`config.mk`:
```
export PLATFORM = sky130hd
export DESIGN_NAME = mprj_io_cfg_loader
export DESIGN_NICKNAME = d
export VERILOG_FILES = /design/src/rtl/mprj_io_cfg_loader.sv
export SDC_FILE = /design/constraint.sdc
export NUM_CORES = 1
export LEC_CHECK = 0
export CAP_MARGIN = 20
export CORE_MARGIN = 2
export CORE_UTILIZATION = 49
export CTS_CLUSTER_SIZE = 28
export DETAILED_ROUTE_END_ITERATION = 7
export GPL_ROUTABILITY_DRIVEN = 0
export PLACE_DENSITY = 0.72
export SYNTH_ARGS = -nofsm -noshare
export SYNTH_HDL_FRONTEND = slang
export SYNTH_SLANG_ARGS = --single-unit
```
`constraint.sdc`:
```
create_clock -name clock -period 2.09 [get_ports clock]
set_input_delay 0.3135 -clock clock [delete_from_list [all_inputs] [get_ports clock]]
set_output_delay 0.3135 -clock clock [all_outputs]
set_load 0.01 [all_outputs]
```
`src/rtl/mprj_io_cfg_loader.sv`:
```
// Serial configuration loader: fetches one word per pad and shifts it MSB-first down the GPIO chain.
// Optional build macro MPRJ_IO_CFG_CLKDIV_EN adds the clkdiv input that stretches shift and load phases.
`ifndef MPRJ_IO_PADS
`define MPRJ_IO_PADS 38
`endif

module mprj_io_cfg_loader #(
    parameter int TOTAL_PADS = `MPRJ_IO_PADS,
    parameter int CFG_BITS   = 13,
    parameter int AW         = 6
) (
    input  logic                clock,
    input  logic                resetn,
    input  logic                start,
    output logic                cfg_rd,
    output logic [AW-1:0]       cfg_addr,
    input  logic [CFG_BITS-1:0] cfg_data,
    output logic                serial_clock,
    output logic                serial_data,
    output logic                serial_load,
    output logic                busy,
    output logic                done
`ifdef MPRJ_IO_CFG_CLKDIV_EN
    ,
    input  logic [3:0]          clkdiv
`endif
);

    // start is a one-cycle request honoured only in IDLE; cfg_data answers cfg_rd one cycle later.
    localparam int BW = (CFG_BITS > 1) ? $clog2(CFG_BITS) : 1;
    localparam logic [AW-1:0] PAD_LAST = AW'(TOTAL_PADS - 1);
    localparam logic [BW-1:0] BIT_LAST = BW'(CFG_BITS - 1);

    typedef enum logic [2:0] {
        IDLE     = 3'd0,
        FETCH    = 3'd1,
        CAPTURE  = 3'd2,
        SHIFT_LO = 3'd3,
        SHIFT_HI = 3'd4,
        LOAD     = 3'd5,
        DONE     = 3'd6
    } state_t;

    state_t              state, state_n;
    logic [AW-1:0]       pad_cnt, pad_n;
    logic [BW-1:0]       bit_cnt, bit_n;
    logic [3:0]          div_cnt, div_n;
    logic [3:0]          div_q;
    logic                load_cnt, load_n;
    logic [CFG_BITS-1:0] shreg, shreg_n;
    logic                sdata_n;

    logic cfg_rd_n, sclk_n, sload_n, busy_n, done_n;

`ifdef MPRJ_IO_CFG_CLKDIV_EN
    always_ff @(posedge clock) begin
        if (!resetn) begin
            div_q <= 4'd0;
        end else if (state == IDLE && start) begin
            div_q <= clkdiv;
        end
    end
`else
    assign div_q = 4'd0;
`endif

    always_comb begin
        state_n = state;
        pad_n   = pad_cnt;
        bit_n   = bit_cnt;
        div_n   = div_cnt;
        load_n  = load_cnt;
        shreg_n = shreg;
        sdata_n = serial_data;
        case (state)
            IDLE: begin
                if (start) begin
                    state_n = FETCH;
                    pad_n   = PAD_LAST;
                    bit_n   = '0;
                    div_n   = '0;
                end
            end
            FETCH: begin
                state_n = CAPTURE;
            end
            CAPTURE: begin
                state_n = SHIFT_LO;
                shreg_n = cfg_data;
                sdata_n = cfg_data[CFG_BITS-1];
                bit_n   = '0;
                div_n   = '0;
            end
            SHIFT_LO: begin
                if (div_cnt == div_q) begin
                    div_n   = '0;
                    state_n = SHIFT_HI;
                    shreg_n = shreg << 1;
                end else begin
                    div_n = div_cnt + 4'd1;
                end
            end
            SHIFT_HI: begin
                // shreg already moved on entry to this phase, so its MSB is the next bit
                if (div_cnt == div_q) begin
                    div_n = '0;
                    if (bit_cnt == BIT_LAST) begin
                        if (pad_cnt == '0) begin
                            state_n = LOAD;
                            load_n  = 1'b0;
                        end else begin
                            state_n = FETCH;
                            pad_n   = pad_cnt - AW'(1);
                        end
                    end else begin
                        state_n = SHIFT_LO;
                        bit_n   = bit_cnt + BW'(1);
                        sdata_n = shreg[CFG_BITS-1];
                    end
                end else begin
                    div_n = div_cnt + 4'd1;
                end
            end
            LOAD: begin
                if (div_cnt == div_q) begin
                    div_n = '0;
                    if (load_cnt) begin
                        state_n = DONE;
                    end else begin
                        load_n = 1'b1;
                    end
                end else begin
                    div_n = div_cnt + 4'd1;
                end
            end
            DONE: begin
                state_n = IDLE;
            end
            default: begin
                state_n = IDLE;
            end
        endcase
    end

    // Outputs are decoded from the next state so every port comes straight from a flop.
    assign cfg_rd_n = (state_n == FETCH);
    assign sclk_n   = (state_n == SHIFT_HI);
    assign sload_n  = (state_n == LOAD);
    assign done_n   = (state_n == DONE);
    assign busy_n   = (state_n != IDLE) && (state_n != DONE);

    always_ff @(posedge clock) begin
        if (!resetn) begin
            state        <= IDLE;
            pad_cnt      <= '0;
            bit_cnt      <= '0;
            div_cnt      <= '0;
            load_cnt     <= 1'b0;
            shreg        <= '0;
            cfg_rd       <= 1'b0;
            cfg_addr     <= '0;
            serial_clock <= 1'b0;
            serial_data  <= 1'b0;
            serial_load  <= 1'b0;
            busy         <= 1'b0;
            done         <= 1'b0;
        end else begin
            state        <= state_n;
            pad_cnt      <= pad_n;
            bit_cnt      <= bit_n;
            div_cnt      <= div_n;
            load_cnt     <= load_n;
            shreg        <= shreg_n;
            cfg_rd       <= cfg_rd_n;
            cfg_addr     <= pad_n;
            serial_clock <= sclk_n;
            serial_data  <= sdata_n;
            serial_load  <= sload_n;
            busy         <= busy_n;
            done         <= done_n;
        end
    end

endmodule

```
==> results.yml, run 1 <==
clock_tree:
  cts_tree: "yes"
  clk_pin_slew_worst_paths_ps: 80
  ctsResizeCount: 0
  htreeDepth: 2
  clk_latency_ps: 300
  cts_buffers: 5
  root_buffer: "clkbuf_8"
  clkSinkCount: 37
  postCtsSetupBuffers: 0
  clk_path_buf_depth: 2
  cts_hold_buffers: 0
synthesis:
  synth_warnings: 0
  synthCells: 243
  ys_ff_latch: 37
  synth_cell_type_count: 55
  synth-xor-area-share: 0.0125
  ys_seq_area_frac: 0.353
  synth-compound-area-share: 0.234
  synthFlopType: "dfxtp_1"
  synth-simple-area-share: 0.271
  synth_nets: 265
  synth_edf_count: 0
  avgSynthCellArea_um2: 8.63
  synth-async-reset-ratio: 0
  synth_adder_area_share: 0.0358
  muxShareOfSynthArea: 0.0292
  synth_top_family_by_area: "simple AND/OR/NAND/NOR gates"
  syn_area_um2: 2100
layout:
  nets: 292
  final_common_cell: "dfxtp_1"
  layout.cells.most_common_list: "dfxtp_1, clkdlybuf4s50_1, nand3_1, nand2_1, nor2_1"
  n_antenna_cell: 0
  stdcell_area_um2: 2530
  final_core_util: 0.623
  drive_above_1_share: 0.151
  area_delta_synth_final_pct: 20.6
sta:
  setup_violations: 0
  tns_ps: 0
  slew_viol_final: 0
  hold_viol_final: 0
  fin_crit_ps: 1850
  fin_worst_skew_ps: 8.30
  relSlewSlack: 0.677
  period_share: 0.885
  tightest_slew_ps: 483
  max_freq_ghz: 0.541
  rsz0062_at_grt: "false"
drt:
  ant_nets: 0
  vias_per_cell: 5.79
  num_vias: 1857
  drt-initial-drc-count: 153
  drtPass1Iterations: 4
  drcViolationCount: 0
  wirelength_um: 4650
  routedWlPerCell_um: 14.5
setup_path:
  worstPathRequired_ps: 2300
  cp-start-kind: "flop"
  critPathCaptureType: "flop"
  reg2regPathDepth: 5
  path_cells: "nor2b_1, a21boi_4, buf_12, nor2_1, a311oi_2"
  slowest_stage: "dfxtp_1"
  slowest_delay_ps: 630
  crit_arrival_ps: 2060
  critPathKind: "flop to flop"
  path_max_fanout: 25
global_routing:
  grt_antenna_before_repair: 0
  grt_pass1_wl_um: 8030
  grt_usage: 0.202
  grt_pass1_vias: 1724
  grt.overflow.total: 0
  grt_max_degree: 28
floorplan:
  num_rows: 23
  fp.coreArea_um2: 4060
  dieHeight_um: 69.4
  io_pins: 28
  start_util: 0.517
  die_x_um: 69.4
  dieArea_um2: 4820
job:
  drv_cap: 0
pwr:
  power.density_nw_per_um2: 695
  leakagePower_nw: 0.912
  ir_worst_vdd_mv: 0.428
place:
  place_area_um2: 2440
  dp_hpwl_um: 3300
  io_buffers: 27
min_path:
  hold_depth: 2
  hold_path.class: "flop to flop"
status:
  status: "complete, no violations"
## routing by layer
layer	share of wire	routed length, µm	vias up	global-route usage
met5	0	0	-	0
met4	0.011	51	0	0.0719
met3	0.034	159	4	0.0363
met2	0.46	2130	38	0.300
met1	0.50	2310	876	0.292
li1	-	-	939	-
## final timing paths
path | from | end | slack (ps)
max | state[1] | shreg[12] | 240
min | shreg[0] | shreg[0] | 490
max reg2reg | state[1] | shreg[12] | 240
min reg2reg | shreg[0] | shreg[0] | 490
## final cells by class
| cell class | instances | area [µm²] |
|---|---|---|
| Clock buffer | 5 | 68.8 |
| Timing Repair Buffer | 37 | 370 |
| Tap cell | 50 | 62.6 |
| Fill cell | 351 | 1530 |
| Inverter | 12 | 45.0 |
| Sequential cell | 37 | 741 |
| Multi-Input combinational cell | 177 | 1220 |
| Clock inverter | 3 | 17.5 |
## synth_stat cells (4+ instances only)
cell type,number,share of area
a21oi_1,7,0.017
a311oi_1,4,0.017
a311oi_2,8,0.057
a31oi_1,6,0.018
and3_1,4,0.012
buf_2,7,0.017
clkbuf_1,8,0.014
dfxtp_1,37,0.35
ha_1,6,0.036
inv_1,12,0.021
mux2i_1,5,0.024
nand2_1,25,0.045
nand2b_1,4,0.012
nand3_1,26,0.062
nor2_1,15,0.027
nor2b_1,5,0.015
nor3_1,6,0.014
o21ai_0,11,0.026
or3_1,4,0.012
## registers in the layout, indices dropped and copies added, names as in the netlist
register,cells
load_cnt,1
serial_load,1
cfg_rd,1
serial_clock,1
done,1
state,3
bit_cnt,4
shreg,13
serial_data,1
div_cnt,4
pad_cnt,6
busy,1
## cell families (layout without fill, tap and decap cells)
group	count (synthesis)	in the layout
buf+inv	29	57
simple gates	105	105
xor+xnor	3	3
compound gates	57	57
fa+ha+maj	6	6
flops	37	37
mux	6	6
## power breakdown
part           internal [mW]  switching [mW]
sequential             0.760          0.0490
clock                  0.230           0.273
combinational          0.206           0.237
total                   1.20           0.560
## worst max-delay path, delay by kind of cell, from the launching register on
| kind | cells | cell delay, ps |
|---|---|---|
| buffers and inverters | 1 | 180 |
| AND/OR/NAND/NOR | 2 | 460 |
| flip-flops | 1 | 630 |
| AO/OA/AOI/OAI | 2 | 500 |
## per-stage QoR
stage	hold slack, ps	setup WS, ps	power, mW	cells
after floorplan	446	405	1.13	243
after global placement	459	222	1.26	313
after detailed placement	473	157	1.27	313
after CTS	487	252	1.76	321
after global routing	519	75.0	1.85	321
final	488	241	1.76	321
No activity file was read; power rests on OpenSTA's default activity.
==> run 2: changes to the inputs <==
--- a/config.mk
+++ b/config.mk
@@ -8,10 +8,9 @@
 export CAP_MARGIN = 20
 export CORE_MARGIN = 2
 export CORE_UTILIZATION = 49
-export CTS_CLUSTER_SIZE = 28
 export DETAILED_ROUTE_END_ITERATION = 7
 export GPL_ROUTABILITY_DRIVEN = 0
-export PLACE_DENSITY = 0.72
+export PLACE_DENSITY = 0.84
 export SYNTH_ARGS = -nofsm -noshare
 export SYNTH_HDL_FRONTEND = slang
 export SYNTH_SLANG_ARGS = --single-unit
==> constraint.sdc (replaced) <==
create_clock -name clock -period 2.09 [get_ports clock]
set_input_delay 0.3135 -clock clock [delete_from_list [all_inputs] [get_ports clock]]
set_output_delay 0.3135 -clock clock [all_outputs]
set_load 0.02 [all_outputs]
==> run 2 against run 1 <==
Compared with the run above:
- die area stayed put
- clock power rose by 49%
- flip-flop and latch count unchanged
- critical endpoint is now done
==> results.yml, run 2 (synthesis gave the netlist of run 1 again) <==
status:
  status: "complete, no violations"
sta:
  relSlewSlack: 0.679
  max_freq_ghz: 0.548
  fin_worst_skew_ps: 5.90
  hold_viol_final: 0
  final.setup.worst_slack_ps: 266
  fin_crit_ps: 1820
  period_share: 0.873
  rsz0062_at_grt: "false"
  hold_ws_ps: 481
  tns_ps: 0
  tightest_slew_ps: 475
  slew_viol_final: 0
  setup_violations: 0
setup_path:
  path_max_fanout: 6
  worstPathRequired_ps: 2310
  critPathKind: "flop to flop"
  rrSetupSlack_ps: 270
  reg2regPathDepth: 6
  cp-start-kind: "flop"
  r2r_start: "pad_cnt[0]"
  crit_arrival_ps: 2040
  critPathCaptureType: "flop"
  timing.rr.end: "done"
layout:
  n_antenna_cell: 0
  largest_register: "shreg"
  layout.cells.most_common_list: "dfxtp_1, clkdlybuf4s50_1, nand3_1, nand2_1, nor2_1"
  largest_register_ffs: 13
  regArea_um2: 741
  area_delta_synth_final_pct: 22.6
  reg.largest.list: "shreg x13, pad_cnt x6"
  multi_input_area_um2: 1220
  nets: 293
  drive_above_1_share: 0.154
  filler_cell_count: 356
  final_common_cell: "dfxtp_1"
min_path:
  hold_path.class: "flop to flop"
  hold_depth: 2
  min_from: "shreg[0]"
  whs_endpoint: "shreg[0]"
pwr:
  ir_worst_vdd_mv: 0.556
  power_switching_share: 0.285
  leakagePower_nw: 0.938
  p_seq_frac: 0.399
  switchingPower_mw: 0.571
  clock_power_share: 0.375
  p_int_mw: 1.44
  power.density_nw_per_um2: 781
  finalPower_mw: 2.01
  p_comb_frac: 0.226
clock_tree:
  ctsResizeCount: 0
  cts_tree: "yes"
  postCtsSetupBuffers: 0
  clk_path_buf_depth: 2
  cts_buffers: 5
  root_buffer: "clkbuf_8"
  clk_pin_slew_worst_paths_ps: 80
  cts_hold_buffers: 0
  htreeDepth: 2
  clk_latency_ps: 300
  clkSinkCount: 37
global_routing:
  grt_pass1_vias: 1825
  grt_max_degree: 26
  grt.overflow.total: 0
  grt_usage: 0.200
  grt_antenna_before_repair: 0
  grt_pass1_wl_um: 7860
drt:
  vias_per_cell: 5.84
  wirelength_um: 4500
  ant_nets: 0
  num_vias: 1881
  drt-initial-drc-count: 93
  drtPass1Iterations: 4
  drcViolationCount: 0
  routedWlPerCell_um: 14.0
place:
  io_buffers: 27
  place_ws_ps: 271
  dp_hpwl_um: 3210
floorplan:
  io_pins: 28
  dieArea_um2: 4820
  dieHeight_um: 69.4
  start_util: 0.517
  fp.coreArea_um2: 4060
  num_rows: 23
  die_x_um: 69.4
job:
  drv_cap: 0
==> run 2: critical path, cell delays in order, from the launching register on <==
cell	delay [ps]
dfxtp_1	360
inv_1	140
ha_1	180
nor2b_1	280
nand3_1	180
a31oi_2	360
nor4b_2	240
==> run 2: worst max path at each step <==
stage,startpoint,end,slack [ps]
after global routing,pad_cnt[0],done,70
final,pad_cnt[0],done,270
after global placement,start,pad_cnt[3],300
after floorplan,pad_cnt[0],pad_cnt[0],350
after detailed placement,div_cnt[0],shreg[1],270
after CTS,pad_cnt[0],done,260
==> run 2: power groups by stage <==
stage	combinational (mW)	clock [mW]	sequential, mW
after floorplan	0.315	0	0.822
after global placement	0.441	0	0.815
after detailed placement	0.454	0	0.817
after CTS	0.456	0.758	0.801
after global routing	0.502	0.785	0.809
final	0.455	0.752	0.801
==> run 2: stage by stage <==
step / utilization / area, µm² / cells
after floorplan: - / 2100 / 243
after global placement: 0.601 / 2440 / 314
after detailed placement: 0.601 / 2440 / 314
after CTS: 0.634 / 2570 / 322
after global routing: 0.634 / 2570 / 322
final: 0.634 / 2570 / 322
==> run 2: routing by layer <==
layer | track usage | wire, µm
met1 | 0.237 | 2010
met4 | 0.109 | 71
met5 | 0 | 0
met2 | 0.327 | 2190
met3 | 0.0552 | 231
==> run 2: layout make-up <==
type | count | area share
clock inverters | 3 | 0.0253
clock buffers | 5 | 0.0268
multi-input cells | 177 | 0.476
well taps | 50 | 0.0243
repair buffers | 38 | 0.142
flip-flops and latches | 37 | 0.288
inverters | 12 | 0.0175
